===== src/rtl/pixel_stream_tx.sv =====
// Frame-buffer reader for the corner-detection tap shift registers: raster-order pixel
// stream with a per-row clear pulse, a 2-deep skid buffer and downstream stall support.
module pixel_stream_tx #(
  parameter int IMG_W     = 640,
  parameter int IMG_H     = 480,
  parameter int ADDR_W    = 19,
  parameter int BASE_ADDR = 0
) (
  input  logic              clk,
  input  logic              reset,
  input  logic              start,
  input  logic              stall,
  output logic              mem_rd,
  output logic [ADDR_W-1:0] mem_addr,
  input  logic [7:0]        mem_data,
  output logic [7:0]        data,
  output logic              load,
  output logic              row_clr,
  output logic              busy,
  output logic              done
);

  localparam int COL_W = $clog2(IMG_W + 1);
  localparam int ROW_W = (IMG_H > 1) ? $clog2(IMG_H) : 1;

  localparam logic [COL_W-1:0]  COL_END  = COL_W'(IMG_W);
  localparam logic [COL_W-1:0]  COL_LAST = COL_W'(IMG_W - 1);
  localparam logic [ROW_W-1:0]  ROW_LAST = ROW_W'(IMG_H - 1);
  localparam logic [ADDR_W-1:0] ADDR_0   = ADDR_W'(BASE_ADDR);

  typedef enum logic [1:0] {
    S_IDLE,
    S_CLR,
    S_STREAM,
    S_DONE
  } state_t;

  state_t            state_q, state_d;
  logic [ROW_W-1:0]  row_q, row_d;
  logic [COL_W-1:0]  rd_col_q, rd_col_d;
  logic [COL_W-1:0]  ld_cnt_q, ld_cnt_d;
  logic [ADDR_W-1:0] addr_q, addr_d;
  logic              inflight_q, inflight_d;
  logic [1:0]        occ_q, occ_d;
  logic [7:0]        fifo0_q, fifo0_d;
  logic [7:0]        fifo1_q, fifo1_d;
  logic              load_q, load_d;
  logic [7:0]        data_q, data_d;

  logic              rd_ok;
  logic              take;
  logic              push;
  logic              pop;
  logic              row_last_load;
  logic [1:0]        wr_slot;

  always_comb begin
    state_d    = state_q;
    row_d      = row_q;
    rd_col_d   = rd_col_q;
    ld_cnt_d   = ld_cnt_q;
    addr_d     = addr_q;
    mem_rd     = 1'b0;
    row_clr    = 1'b0;
    busy       = 1'b0;
    done       = 1'b0;

    // Budget counts the read returning this cycle, so at most 2 pixels are ever owed.
    rd_ok = (state_q == S_STREAM) && (rd_col_q != COL_END) &&
            ((occ_q + {1'b0, inflight_q}) < 2'd2);
    row_last_load = load_q && (ld_cnt_q == COL_LAST);

    case (state_q)
      S_IDLE: begin
        if (start) begin
          state_d = S_CLR;
          row_d   = '0;
          addr_d  = ADDR_0;
        end
      end
      S_CLR: begin
        row_clr  = 1'b1;
        busy     = 1'b1;
        rd_col_d = '0;
        ld_cnt_d = '0;
        state_d  = S_STREAM;
      end
      S_STREAM: begin
        busy   = 1'b1;
        mem_rd = rd_ok;
        if (rd_ok) begin
          addr_d   = addr_q + ADDR_W'(1);
          rd_col_d = rd_col_q + COL_W'(1);
        end
        if (load_q) begin
          ld_cnt_d = ld_cnt_q + COL_W'(1);
        end
        // Leave only once the row's final pixel has actually been loaded downstream.
        if (row_last_load) begin
          if (row_q == ROW_LAST) begin
            state_d = S_DONE;
          end else begin
            row_d   = row_q + ROW_W'(1);
            state_d = S_CLR;
          end
        end
      end
      S_DONE: begin
        done    = 1'b1;
        state_d = S_IDLE;
      end
      default: begin
        state_d = S_IDLE;
      end
    endcase
  end

  always_comb begin
    inflight_d = mem_rd;
    fifo0_d    = fifo0_q;
    fifo1_d    = fifo1_q;
    occ_d      = occ_q;
    data_d     = data_q;

    take    = !stall && ((occ_q != 2'd0) || inflight_q);
    pop     = take && (occ_q != 2'd0);
    push    = inflight_q && !(take && (occ_q == 2'd0));
    wr_slot = pop ? (occ_q - 2'd1) : occ_q;
    load_d  = take;

    if (take) begin
      data_d = (occ_q != 2'd0) ? fifo0_q : mem_data;
    end
    if (pop) begin
      fifo0_d = fifo1_q;
    end
    if (push) begin
      if (wr_slot == 2'd0) begin
        fifo0_d = mem_data;
      end else begin
        fifo1_d = mem_data;
      end
    end
    occ_d = occ_q + {1'b0, push} - {1'b0, pop};
  end

  always_ff @(posedge clk or negedge reset) begin
    if (!reset) begin
      state_q    <= S_IDLE;
      row_q      <= '0;
      rd_col_q   <= '0;
      ld_cnt_q   <= '0;
      addr_q     <= '0;
      inflight_q <= 1'b0;
      occ_q      <= 2'd0;
      load_q     <= 1'b0;
      data_q     <= 8'd0;
    end else begin
      state_q    <= state_d;
      row_q      <= row_d;
      rd_col_q   <= rd_col_d;
      ld_cnt_q   <= ld_cnt_d;
      addr_q     <= addr_d;
      inflight_q <= inflight_d;
      occ_q      <= occ_d;
      load_q     <= load_d;
      data_q     <= data_d;
    end
  end

  // Skid storage is qualified by occ_q, so its contents need no reset.
  always_ff @(posedge clk) begin
    fifo0_q <= fifo0_d;
    fifo1_q <= fifo1_d;
  end

  assign mem_addr = mem_rd ? addr_q : '0;
  assign data     = data_q;
  assign load     = load_q;

endmodule


===== config.mk =====
export PLATFORM = sky130hd
export DESIGN_NAME = pixel_stream_tx
export DESIGN_NICKNAME = d
export VERILOG_FILES = /design/src/rtl/pixel_stream_tx.sv
export SDC_FILE = /design/constraint.sdc
export NUM_CORES = 1
export LEC_CHECK = 0
export BUFFER_PORTS_ARGS = -buffer_cell sky130_fd_sc_hd__buf_2
export CORE_ASPECT_RATIO = 0.6
export CORE_MARGIN = 1.5
export CORE_UTILIZATION = 55
export DETAILED_ROUTE_END_ITERATION = 6
export PLACE_DENSITY = 0.79
export SLEW_MARGIN = 20
export SYNTH_ARGS = -nofsm -noshare
export SYNTH_HDL_FRONTEND = slang
export SYNTH_SLANG_ARGS = --single-unit

===== constraint.sdc =====
create_clock -name clk -period 4.26 [get_ports clk]
set_input_delay 0.213 -clock clk [delete_from_list [all_inputs] [get_ports clk]]
set_output_delay 0.213 -clock clk [all_outputs]
set_load 0.03 [all_outputs]

==> results.json <==
{
  "htreeDepth": 3,
  "wl_mm": 9.36,
  "cts-hold-fix-buffers": 0,
  "rows": 24,
  "antenna_found_initial": 0,
  "grt_pass1_wl_mm": 15.9,
  "avgSynthCellArea_um2": 9.64,
  "drc": 0,
  "dp_hpwl_mm": 6.43,
  "first_iter_violations": 205,
  "start_util_pct": 56.6,
  "place_ws_ns": 1.09,
  "path_buf_inv": 2,
  "max_stage_delay_ns": 0.80,
  "timing.final.crit_share_pct": 74.2,
  "synth-edff-count": 8,
  "port_buffers": 43,
  "ys_types": 57,
  "final_max_slew_viol_count": 0,
  "worstPathRequired_ns": 4.43,
  "cts_tree": "built",
  "gp_congestion": 0.860,
  "detail_route.wl_per_cell_um": 16.2,
  "grt_usage_pct": 25.4,
  "drive_gt1_share_pct": 16.2,
  "max-cap-violations": 0,
  "die-area_mm2": 0.00803,
  "final_common_cell": "dfrtp_1",
  "diodes": 0,
  "r2r-start": "occ_q[0]",
  "hold_viol": 0,
  "max_freq_ghz": 0.316,
  "seqCellArea_mm2": 0.00195,
  "irDropWorstVdd_mv": 0.276,
  "first_pass_iters": 5,
  "mostFrequentLayoutCells": "dfrtp_1 (62), nand2_1 (49), buf_2 (43)",
  "relSlewSlack_pct": 33.7,
  "synth_nets": 452,
  "power_mw": 3.00,
  "regToRegEndpoint": "fifo0_q[0]",
  "fin_cells": 578,
  "cts_root_buffer": "clkbuf_16",
  "clockBufferDepth": 2,
  "synth_top_cell_by_area": "dfrtp_1",
  "die-height_um": 70.0,
  "coreArea_mm2": 0.00727,
  "vias": 3387,
  "wl_met1_mm": 4.62,
  "cellPowerDensity_mw_per_mm2": 635,
  "ff2ff_path_depth": 7,
  "cp_data_arrival_time_ns": 3.33,
  "die_width_um": 115,
  "grt_max_degree": 63,
  "post_cts_buffers": 0,
  "post_cts_resize_count": 0,
  "hold_class": "in2async",
  "path_cells": "inv_1, ha_1, nor2_1, buf_4, or3_1, a21oi_1, o21ai_0",
  "cts_made_buffers": 9,
  "crit_path_end_kind": "flop",
  "top_layer_used": "met4",
  "clkTransAtPathRegs_ns": 0.06,
  "worst_pin_slew_ns": 0.995,
  "p_leak_nw": 2.22,
  "syn_inst": 427,
  "io_pins": 44,
  "syn_area_mm2": 0.00412,
  "synth-seq-area-share_pct": 47.4,
  "rsz0062_at_grt": "no",
  "wl_met2_mm": 4.24,
  "worst-path-stages": 7,
  "worst_slack_ns": 1.10,
  "dpl.cell_count": 561,
  "finalNetCount": 494,
  "whs_ns": 0.0373,
  "synth.top_cell.area_share_pct": 37.7,
  "ys.flop_type": "dfrtp_1",
  "drt.antenna.violating_nets": 0,
  "synth_area_leaders": "dfrtp_1 (38%), edfxtp_1 (5.8%), and3_1 (5.0%), mux2i_1 (4.9%), nand2_1 (4.5%)",
  "drt-vias-per-instance": 5.86,
  "synth-async-reset-ratio_pct": 79.5,
  "setup_viol": 0,
  "met3_length_um": 386,
  "ys_seq_elements": 78,
  "fin_skew_ns": 0.00706,
  "start_kind": "flop",
  "crit_type": "reg2reg",
  "cts_num_sinks": 78,
  "worst_skew_pair.late_latency_ns": 0.34,
  "path_delay_family": "compound AO/OA/AOI/OAI gates",
  "reg2reg_slack_ns": 1.10,
  "outcome": "completed",
  "path_max_fanout": 16,
  "area_growth_pct": 14.9,
  "final_util_pct": 65.1,
  "min_period_ns": 3.16,
  "overflow": 0,
  "ys.warnings.count": 0,
  "crit_slowest_cell": "a21oi_1",
  "dpl_cell_area_mm2": 0.00441,
  "multi_input_area_mm2": 0.00202,
  "finalSetupTns_ns": 0,
  "fill_cells": 637,
  "grt_pass1_vias": 3253,
  "final_cell_area_mm2": 0.00473
}
## where the power goes
| group | internal [mW] | leakage, nW | switching, mW |
|---|---|---|---|
| Clock | 0.512 | 0.152 | 0.301 |
| Sequential | 0.966 | 0.944 | 0.156 |
| Combinational | 0.371 | 1.12 | 0.698 |
| Total | 1.85 | 2.22 | 1.15 |
## cell usage after synthesis (all sizes together) (2+ instances only)
library cell,instances
a21oi,21
a22o,2
and2,8
and3,35
and4,4
buf,10
clkbuf,8
dfrtp,62
dfxtp,8
edfxtp,8
ha,13
inv,14
mux2i,20
nand2,50
nand2b,5
nand3,24
nand4,13
nor2,23
nor2b,2
nor4,5
o211ai,2
o21a,2
o21ai,36
o311ai,3
o31ai,17
o41ai,3
or3,3
or4,4
xnor2,3
xor2,4
## area by class of cell
| cell class | count | area share (%) |
|---|---|---|
| clock buffers | 10 | 4.84 |
| clock inverters | 6 | 1.82 |
| inverters | 14 | 1.11 |
| multi-input cells | 317 | 42.7 |
| flip-flops and latches | 78 | 41.3 |
| well taps | 104 | 2.75 |
| repair buffers | 49 | 5.50 |
## registers in the layout (all words and copies together), names as in the netlist
name        count
occ_q           2
row_q           9
ld_cnt_q       10
state_q         2
addr_q         19
load            1
rd_col_q       10
fifo0_q         8
data            8
inflight_q      1
fifo1_q         8
## worst max path at each step
stage,startpoint,end,slack (ns)
3_5_place_dp,occ_q[0],fifo0_q[0],1.09
5_1_grt,occ_q[0],fifo0_q[0],0.83
3_3_place_gp,occ_q[0],fifo0_q[0],1.31
2_1_floorplan,state_q[0],addr_q[16],2.28
6_report,occ_q[0],fifo0_q[0],1.10
4_1_cts,occ_q[0],fifo0_q[0],1.07
## logic make-up after synthesis
family / count (synthesis) / synth area share, %
muxes: 20 / 4.86
adders and majority gates: 13 / 3.95
and+or+nand+nor: 184 / 24.0
AOI/OAI and AO/OA: 93 / 14.7
xor gates and xnor gates: 7 / 1.49
DFF: 78 / 47.4
buffers and inverters: 32 / 3.50
## metal layers
layer	vias up	GRT usage [%]
met4	0	7.92
met5	-	0
met2	79	38.1
met1	1645	36.6
li1	1649	-
met3	14	5.99
Note: power is estimated with default switching activity, not from simulation.
